$ cat src/rtl/mac_acc_seq.sv
// -----------------------------------------------------------------------------
// mac_acc_seq
//
// Parametrised neuron accumulator. Each frame is TERMS valid product beats plus
// one signed bias (sampled on the frame's first beat). The frame sum is
// published on a registered output together with a one-cycle valid pulse.
// Gaps in din_valid stall the accumulation; frames may run back to back.
//
// Optional feature (compile-time macro):
//   ACC_SAT_EN  - every addition saturates to the signed ACC_W range instead of
//                 wrapping modulo 2^ACC_W. The clamp is applied per step.
//
// Parameters:
//   DIN_W   width of signed product input din
//   BIAS_W  width of signed bias input
//   ACC_W   width of accumulator and sum (>= DIN_W, >= BIAS_W)
//   TERMS   valid beats per frame (>= 1)
//   CNT_W   width of the term counter output
//
// Ports:
//   clk        rising-edge clock
//   rst        asynchronous, active-high reset
//   clr        synchronous abort; drops the partial frame and any beat this cycle
//   din_valid  din carries a product term this cycle
//   din        signed product term
//   bias       signed bias, used only on the first beat of a frame
//   sum        signed frame result, held until the next result
//   sum_valid  one-cycle pulse marking a new sum
//   busy       high while a frame is partially accumulated
//   term_cnt   beats accepted in the current frame (0..TERMS-1)
// -----------------------------------------------------------------------------
module mac_acc_seq #(
  parameter int DIN_W  = 20,
  parameter int BIAS_W = 8,
  parameter int ACC_W  = 24,
  parameter int TERMS  = 16,
  parameter int CNT_W  = $clog2(TERMS + 1)
) (
  input  logic              clk,
  input  logic              rst,
  input  logic              clr,
  input  logic              din_valid,
  input  logic [DIN_W-1:0]  din,
  input  logic [BIAS_W-1:0] bias,
  output logic [ACC_W-1:0]  sum,
  output logic              sum_valid,
  output logic              busy,
  output logic [CNT_W-1:0]  term_cnt
);

  typedef enum logic [0:0] {
    IDLE  = 1'b0,
    ACCUM = 1'b1
  } state_e;

  // Count value held while waiting for the final beat of a frame.
  localparam logic [CNT_W-1:0] LAST_CNT = CNT_W'(TERMS - 1);

`ifdef ACC_SAT_EN
  localparam logic [ACC_W-1:0] ACC_MAX = {1'b0, {(ACC_W-1){1'b1}}};
  localparam logic [ACC_W-1:0] ACC_MIN = {1'b1, {(ACC_W-1){1'b0}}};
`endif

  // Two's-complement add of two ACC_W values; wraps, or clamps when
  // saturation is compiled in.
  function automatic logic [ACC_W-1:0] acc_add(input logic [ACC_W-1:0] a,
                                               input logic [ACC_W-1:0] b);
`ifdef ACC_SAT_EN
    logic [ACC_W:0] full;
    full = {a[ACC_W-1], a} + {b[ACC_W-1], b};
    // Overflow shows up as the guard bit disagreeing with the result sign;
    // the guard bit then holds the true sign of the unbounded sum.
    if (full[ACC_W] != full[ACC_W-1]) begin
      return full[ACC_W] ? ACC_MIN : ACC_MAX;
    end
    return full[ACC_W-1:0];
`else
    return a + b;
`endif
  endfunction

  // Operands sign-extended to accumulator width.
  logic [ACC_W-1:0] din_ext;
  logic [ACC_W-1:0] bias_ext;

  assign din_ext  = ACC_W'($signed(din));
  assign bias_ext = ACC_W'($signed(bias));

  // State registers and their next-state values.
  state_e           state_q,     state_d;
  logic [ACC_W-1:0] acc_q,       acc_d;
  logic [ACC_W-1:0] sum_q,       sum_d;
  logic             sum_valid_q, sum_valid_d;
  logic             busy_q,      busy_d;
  logic [CNT_W-1:0] term_cnt_q,  term_cnt_d;

  // First-beat and continuing partial sums, computed once and shared.
  logic [ACC_W-1:0] first_sum;
  logic [ACC_W-1:0] next_sum;

  assign first_sum = acc_add(bias_ext, din_ext);
  assign next_sum  = acc_add(acc_q, din_ext);

  always_comb begin
    // NOTE: every signal written here gets a default first, so no path leaves
    // one unassigned and no latch is inferred.
    state_d     = state_q;
    acc_d       = acc_q;
    sum_d       = sum_q;
    sum_valid_d = 1'b0;
    term_cnt_d  = term_cnt_q;

    if (clr) begin
      // Abort beats any same-cycle beat, including the last one; sum is kept.
      state_d    = IDLE;
      acc_d      = '0;
      term_cnt_d = '0;
    end else if (din_valid) begin
      unique case (state_q)
        IDLE: begin
          if (TERMS == 1) begin
            // Single-term frames finish on their only beat.
            sum_d       = first_sum;
            sum_valid_d = 1'b1;
          end else begin
            acc_d      = first_sum;
            term_cnt_d = CNT_W'(1);
            state_d    = ACCUM;
          end
        end
        ACCUM: begin
          if (term_cnt_q == LAST_CNT) begin
            sum_d       = next_sum;
            sum_valid_d = 1'b1;
            acc_d       = '0;
            term_cnt_d  = '0;
            state_d     = IDLE;
          end else begin
            acc_d      = next_sum;
            term_cnt_d = term_cnt_q + CNT_W'(1);
          end
        end
        default: begin
          state_d    = IDLE;
          acc_d      = '0;
          term_cnt_d = '0;
        end
      endcase
    end

    // busy is registered from the next state so it is glitch-free.
    busy_d = (state_d == ACCUM);
  end

  always_ff @(posedge clk or posedge rst) begin
    // NOTE: non-blocking assignments keep every register sampling the values
    // from before the edge, independent of statement order.
    if (rst) begin
      state_q     <= IDLE;
      acc_q       <= '0;
      sum_q       <= '0;
      sum_valid_q <= 1'b0;
      busy_q      <= 1'b0;
      term_cnt_q  <= '0;
    end else begin
      state_q     <= state_d;
      acc_q       <= acc_d;
      sum_q       <= sum_d;
      sum_valid_q <= sum_valid_d;
      busy_q      <= busy_d;
      term_cnt_q  <= term_cnt_d;
    end
  end

  assign sum       = sum_q;
  assign sum_valid = sum_valid_q;
  assign busy      = busy_q;
  assign term_cnt  = term_cnt_q;

endmodule

$ cat config.mk
export PLATFORM = sky130hd
export DESIGN_NAME = mac_acc_seq
export DESIGN_NICKNAME = d
export VERILOG_FILES = /design/src/rtl/mac_acc_seq.sv
export SDC_FILE = /design/constraint.sdc
export NUM_CORES = 1
export LEC_CHECK = 0
export CAP_MARGIN = 5
export CORE_MARGIN = 2
export CORE_UTILIZATION = 25
export DETAILED_ROUTE_END_ITERATION = 16
export GPL_TIMING_DRIVEN = 1
export PLACE_DENSITY = 0.53
export SLEW_MARGIN = 20
export SYNTH_ARGS = -nofsm -noshare
export SYNTH_HDL_FRONTEND = slang
export SYNTH_SLANG_ARGS = --single-unit
$ cat constraint.sdc
create_clock -name clk -period 2.9 [get_ports clk]
set_clock_uncertainty 0.2 [all_clocks]
set_input_delay 0.29 -clock clk [delete_from_list [all_inputs] [get_ports clk]]
set_output_delay 0.29 -clock clk [all_outputs]
set_load 0.01 [all_outputs]
==> impl_summary.txt, run 1 <==
----------------------------------------------------
[Run status]
  Status ... finished, final reports clean

[Layout]
  Fraction of final layout cells sized beyond drive strength 1 ... 0.232
  Post-layout instance area ... roughly 0.006 sq mm
  Number of fill cells in the layout ... 1659
  Area Overhead vs Synth ... 46.5%
  Final core utilization ... 0.373
  Post-layout nets ... roughly 700
  Ant diodes ... 0

[Routing]
  Detailed-routing wirelength on met1 ... between 6000 and 7000 um
  Met3 Routed Length ... between 500 and 600 um
  Detailed-routing iteration count for the pre-antenna-repair pass ... 4
  Number of design-rule violations left by the first detailed-router iteration ... 262
  Routed wire length ... 12600 um
  Total length of routed met2 wires ... about 5800 um
  Residual antenna-violating net count after detailed routing ... 0
  Number of remaining DRC errors ... 0
  Total via count after detailed routing ... 4051
  Top Layer Used ... met4
  Routed len/inst ... about 15 um
  DR vias/cell ... about 4.8

[Yosys]
  Largest family of logic cells by synthesized area ... compound AO/OA/AOI/OAI gates
  Number of distinct standard cells referenced by the synthesized netlist ... 60
  Syn_nets ... 551
  Area contributors post-synth ... sky130_fd_sc_hd__dfrtp_1 (33%), sky130_fd_sc_hd__ha_1 (13%), sky130_fd_sc_hd__nand2_1 (7.1%)
  Synth warn ... 0
  Mapped Cells ... 473
  Area share of and/or/nand/nor cells after synthesis ... 0.169
  Area of the mapped netlist ... 0.00420 sq mm
  Portion of the post-synthesis area used by sequential elements ... 0.327
  Mean area per synthesized cell ... 8.89 sq um
  Async set-reset flop share out of synthesis ... 1.00
  Top cell type by total area after synthesis ... sky130_fd_sc_hd__dfrtp_1
  Share of cell area taken by muxes after synthesis ... 0.0199
  Post-synth top flop ... sky130_fd_sc_hd__dfrtp_1
  Adder and majority cell fraction of the synthesized area ... 0.140
  Synth cell count leaders ... sky130_fd_sc_hd__nand2_1 (79), sky130_fd_sc_hd__dfrtp_1 (55), sky130_fd_sc_hd__ha_1 (44)
  Synth Area in Compound Gates ... 0.243
  Fraction of synthesized cell area taken by the top area cell type ... 0.327
  Number of flops mapped to enable cells by yosys ... 0
  Yosys reg bits ... 55
  Library cell with the highest instance count after synthesis ... sky130_fd_sc_hd__nand2_1
  Post-synthesis share of cell area spent on xor and xnor gates ... 0.0771

[Pwr]
  Switching power total ... 859 uW
  Fraction of power consumed by combinational cells ... 0.423
  Share of power burned in the clock network ... 0.256
  Power density normalized to cell area ... 428 mW/mm^2
  Internal power summed over all cells ... roughly 1800 uW
  Sequential Power Share ... 0.321
  Sw Share ... 0.326
  Tot Pwr ... 2630 uW
  Worst VDD drop ... 254 uV
  Leakage power ... 0.00286 uW

[Place]
  Buffers added on ports ... 62
  Placer's final routability congestion estimate ... roughly 0.86
  Final HPWL DP ... around 9800 um
  Placed instance area ... about 0.0057 sq mm

[Worst setup path]
  Critical path start-end classification ... flop to flop
  Start point of the critical path ... acc_q[0]
  Cell-by-cell listing of the critical path ... ha_2, inv_2, fa_2, nand2b_4, a21oi_4, o211ai_1, o21ai_2, a21oi_2, a21oi_2, a311oi_2, xnor2_1, a221o_1
  Data arrival, critical path ... 2830 ps
  Critical path's slowest cell ... sky130_fd_sc_hd__dfrtp_1
  Critical path launch point type ... flop
  Bufs and invs on worst path ... 1
  Worst path required time ... roughly 2900 ps
  Largest fanout on the critical path ... 3
  Worst reg2reg path startpoint ... acc_q[0]
  Kind of end point of the critical path ... flop
  Cell occurring most often along the worst timing path ... sky130_fd_sc_hd__a21oi_2
  Critical path's top delay family ... compound AO/OA/AOI/OAI gates
  Critical Path Max Stage Delay ... 360 ps

[Timing]
  RSZ-0062 raised after global routing ... yes
  Setup Total Neg Slack ... 0 ps
  Slew @ Worst Pin ... 657 ps
  Post-route minimum period ... between 2000 and 3000 ps
  Worst hold slack across all endpoints ... 91.0 ps
  Count of final hold-check violations ... 0
  # setup viols final ... 0
  Max-slew headroom at the worst pin ... 0.559
  Fmax ... ~350 MHz
  Final slew viol count ... 0
  Share of the cycle needed by the critical path after routing ... 0.984

[Die]
  Core region area ... between 0.015 and 0.02 sq mm
  Starting density of the core ... 0.254
  Row count ... 47
  Die Width ... between 100 and 150 um
  Number of ports placed on the die boundary ... 63
  Die Area ... between 0.015 and 0.02 sq mm
  Vertical die dimension ... around 130 um

[Clocking]
  Hold bufs inserted after CTS ... 0
  Clock root cell ... sky130_fd_sc_hd__clkbuf_16
  Clock tree buffer depth ... 2
  Number of clock sinks ... 55
  Number of CTS-inserted buffers ... 5
  CTS tree ... built
  # H-tree levels ... 2
  Later-pin clock latency in the skew report ... slightly below 300 ps
  Clock transition at the registers of the reported paths ... ~70 ps

[Flow run]
  Number of max-capacitance violations reported ... 0

[GRT]
  Antenna violations before repair ... 0
  Global-route wire length before repair ... a little over 20000 um
  Via count of the first global-routing pass ... ~4k
  GRT Residual Overflow ... 0
  Pin count of the biggest net entering global routing ... 30
  Total global-route track usage ... 0.140

[Min path]
  Worst min path class ... input pin to asynchronous set/reset pin

----------------------------------------------------
==> layer usage <==
| metal | up-vias | track usage |
|---|---|---|
| met4 | 0 | 0.0284 |
| met3 | 11 | 0.0186 |
| met2 | 86 | 0.232 |
| met5 | - | 0 |
| li1 | 2018 | - |
| met1 | 1936 | 0.196 |
==> final cells by class <==
type | instances | area [sq um] | area share
Sequential cell | 55 | 1380 | 0.223
Timing Repair Buffer | 154 | 1320 | 0.214
Clock buffer | 6 | 129 | 0.0209
Multi-Input combinational cell | 396 | 2980 | 0.485
Inverter | 12 | 45.0 | 0.00731
Clock inverter | 1 | 30.0 | 0.00488
Tap cell | 220 | 275 | 0.0447
==> metrics by stage <==
step | instances | setup WS, ps
3_5_place_dp | 831 | -640
4_1_cts | 840 | 0.747
3_3_place_gp | 831 | -562
5_1_grt | 844 | -81.6
2_1_floorplan | 473 | 99.7
6_report | 844 | 47.5
==> cell usage in the layout, fill, tap and decap left out, drive strengths merged, types with 8 or more instances in the layout <==
master / n
a21o: 14
a21oi: 38
a22o: 8
buf: 92
clkdlybuf4s50: 53
dfrtp: 55
ha: 44
inv: 11
nand2: 79
nand2b: 10
nor2: 25
nor2b: 9
o21ai: 41
xnor2: 26
xor2: 11
==> power groups by stage <==
stage	Sequential [uW]	Clock [uW]	Combinational, uW
after floorplan	844	0	606
after global placement	851	0	994
after detailed placement	852	0	1010
after CTS	840	695	1060
after global routing	849	731	1220
final	844	675	1120
==> cells by family (layout without fill, tap and decap cells) <==
family,Yosys count,in the layout
fa+ha+maj,46,46
buf+inv,22,173
flops,55,55
simple gates,154,154
compound gates,151,151
mux,8,8
xor+xnor,37,37
==> flip-flops by register name, indices dropped and copies added, names as in the netlist <==
name and count:
busy 1, sum 24, sum_valid 1, term_cnt 5, acc_q 24
==> path summary, 6_finish.rpt <==
check	endpoint	slack [ps]	cells after the start
setup / recovery	acc_q[22]	50	12
hold reg to reg	sum[6]	270	2
hold / removal	sum_valid	90	2
setup reg to reg	acc_q[22]	50	12
max in group asynchronous	acc_q[5]	1790	3
min in group clk	sum[6]	270	2
==> repair_timing <==
item / in CTS / in global routing
setup endpoints to repair: 10 / 15
pin swaps: 22 / 28
setup buffers: 2 / 4
gates resized for setup: 26 / 27
No activity file was read; power rests on OpenSTA's default activity.
==> run 2, diff against run 1 <==
--- a/config.mk
+++ b/config.mk
@@ -11,6 +11,7 @@
 export DETAILED_ROUTE_END_ITERATION = 16
 export GPL_TIMING_DRIVEN = 1
 export PLACE_DENSITY = 0.53
+export RECOVER_POWER = 50
 export SLEW_MARGIN = 20
 export SYNTH_ARGS = -nofsm -noshare
 export SYNTH_HDL_FRONTEND = slang
==> impl_summary.txt, run 2 (synthesis results as in run 1) <==
----------------------------------------------------
[Place]
  Final HPWL DP ... 9810 um (unchanged)
  Placer's final routability congestion estimate ... 0.862 (unchanged)
  Buffers added on ports ... 62 (unchanged)
  Placed instance area ... 0.00569 sq mm (unchanged)
  Instance count after placement with tap cells included ... 831 (unchanged)

[Timing]
  Count of final hold-check violations ... 0 (unchanged)
  Share of the cycle needed by the critical path after routing ... 0.984 (about the same)
  Final slew viol count ... 0 (unchanged)
  RSZ-0062 raised after global routing ... yes
  Max-slew headroom at the worst pin ... 0.173 (-0.386)
  Post-route minimum period ... 2850 ps (+0.172 ps)
  # setup viols final ... 0 (unchanged)
  Fmax ... 351 MHz (about the same)
  Slew @ Worst Pin ... 1240 ps (+583 ps)
  Setup Total Neg Slack ... 0 ps (unchanged)

[Routing]
  Residual antenna-violating net count after detailed routing ... 0 (unchanged)
  Number of design-rule violations left by the first detailed-router iteration ... 261 (-0.38%)
  DR vias/cell ... 4.80 (about the same)
  Routed len/inst ... 14.9 um (about the same)
  Total via count after detailed routing ... 4050 (-0.025%)
  Number of remaining DRC errors ... 0 (unchanged)
  Routed wire length ... 12600 um (about the same)
  Detailed-routing iteration count for the pre-antenna-repair pass ... 4 (unchanged)

[Die]
  Die Area ... 0.0179 sq mm (unchanged)
  Core region area ... 0.0165 sq mm (unchanged)
  Starting density of the core ... 0.254 (unchanged)
  Number of ports placed on the die boundary ... 63 (unchanged)
  Die Width ... 134 um (unchanged)
  Row count ... 47 (unchanged)
  Vertical die dimension ... 134 um (unchanged)

[Pwr]
  Fraction of power consumed by combinational cells ... 0.423 (about the same)
  Power density normalized to cell area ... 428 mW/mm^2 (about the same)
  Tot Pwr ... 2630 uW (about the same)
  Switching power total ... 859 uW (about the same)
  Sw Share ... 0.326 (about the same)
  Share of power burned in the clock network ... 0.256 (about the same)
  Leakage power ... 0.00289 uW (+0.92%)
  Sequential Power Share ... 0.321 (about the same)
  Worst VDD drop ... 253 uV (about the same)
  Internal power summed over all cells ... 1770 uW (about the same)

[Layout]
  Ant diodes ... 0 (unchanged)
  Final core utilization ... 0.372 (-0.000454)
  Post-layout instance area ... 0.00615 sq mm (-0.12%)
  Leading cell type in the layout, fill and taps excluded ... sky130_fd_sc_hd__buf_4
  Commonest cells after routing, fill and taps aside ... sky130_fd_sc_hd__buf_4 (90), sky130_fd_sc_hd__nand2_1 (79), sky130_fd_sc_hd__dfrtp_1 (55), sky130_fd_sc_hd__clkdlybuf4s50_1 (43), sky130_fd_sc_hd__ha_1 (34)
  Post-layout nets ... 702 (unchanged)
  Post-Layout Cell Count ... 844 (unchanged)
  Area Overhead vs Synth ... 46.3%
  Fraction of final layout cells sized beyond drive strength 1 ... 0.228 (-0.00481)

[Worst setup path]
  Largest fanout on the critical path ... 3 (unchanged)
  Data arrival, critical path ... 2830 ps (about the same)
  Worst path required time ... 2880 ps (about the same)
  Critical path launch point type ... flop
  Critical path start-end classification ... flop to flop
  Kind of end point of the critical path ... flop

[Clocking]
  Clock transition at the registers of the reported paths ... 70 ps (about the same)
  # H-tree levels ... 2 (unchanged)
  CTS tree ... built
  Clock root cell ... sky130_fd_sc_hd__clkbuf_16
  Hold bufs inserted after CTS ... 0 (unchanged)
  Number of CTS-inserted buffers ... 5 (unchanged)
  Clock tree buffer depth ... 2 (unchanged)
  Number of clock sinks ... 55 (unchanged)
  Later-pin clock latency in the skew report ... 290 ps (about the same)

[GRT]
  GRT Residual Overflow ... 0 (unchanged)
  Antenna violations before repair ... 0 (unchanged)
  Pin count of the biggest net entering global routing ... 30 (unchanged)
  Global-route wire length before repair ... 20200 um (unchanged)
  Total global-route track usage ... 0.140 (unchanged)
  Via count of the first global-routing pass ... 3992 (unchanged)

[Flow run]
  Number of max-capacitance violations reported ... 0 (unchanged)

[Run status]
  Status ... finished, final reports clean

[Min path]
  Worst min path class ... flop to flop

----------------------------------------------------
[run 2: changes by cell type in the layout (fill, tap and decap cells not counted), sizes merged]
cell | before | now
dlygate4sd3 | 0 | 10
clkbuf | 6 | 8
clkdlybuf4s50 | 53 | 43
buf | 92 | 90
[run 2: worst paths after layout]
path	endpoint	slack [ps]	cells after the start	from
worst max-delay path	acc_q[22]	50	12	acc_q[0]
worst min-delay path	sum[6]	270	2	sum[6]
worst max register to register	acc_q[22]	50	12	acc_q[0]
worst min register to register	sum[6]	270	2	sum[6]
max in group asynchronous	acc_q[7]	640	3	rst
min in group asynchronous	sum_valid	320	2	rst
[run 2: final cells by class]
class	instances	area (sq um)
fill	1662	10400
multi-input combinational	396	2980
sequential	55	1380
timing repair buffer	154	1310
tap	220	275
clock buffer	6	129
inverter	12	45.0
clock inverter	1	30.0
[run 2: through the flow]
step	setup slack (ps)	hold slack [ps]
floorplan	99.7	153
global placement	-562	258
detailed placement	-640	262
CTS	0.747	107
global route	-81.6	308
finish	47.3	267
[run 2: per-layer routing]
metal,part of all wire,track usage,vias to the layer above
met1,0.48,0.196,1935
met5,0,0,-
li1,-,-,2018
met4,0.012,0.0284,0
met3,0.041,0.0186,11
met2,0.46,0.232,86
[run 2: worst max-delay path: stages, from the launching register on]
cell and delay [ps]:
sky130_fd_sc_hd__dfrtp_1 360, sky130_fd_sc_hd__ha_2 190, sky130_fd_sc_hd__inv_2 40, sky130_fd_sc_hd__fa_2 350
sky130_fd_sc_hd__nand2b_4 170, sky130_fd_sc_hd__a21oi_4 140, sky130_fd_sc_hd__o211ai_1 160, sky130_fd_sc_hd__o21ai_2 220
sky130_fd_sc_hd__a21oi_2 100, sky130_fd_sc_hd__a21oi_2 200, sky130_fd_sc_hd__a311oi_2 130, sky130_fd_sc_hd__xnor2_1 160
sky130_fd_sc_hd__a221o_1 310
[run 2: timing repair]
item | 4_1_cts | 5_1_grt
pin swaps | 22 | 28
buffers inserted | 2 | 4
gates resized for setup | 26 | 27
endpoints found under the setup margin | 10 | 15
[run 2: power groups by stage]
stage | Clock [uW] | Combinational, uW | Sequential (uW)
after floorplan | 0 | 606 | 844
after CTS | 695 | 1060 | 840
after global placement | 0 | 994 | 851
after detailed placement | 0 | 1010 | 852
final | 675 | 1110 | 844
after global routing | 731 | 1220 | 849
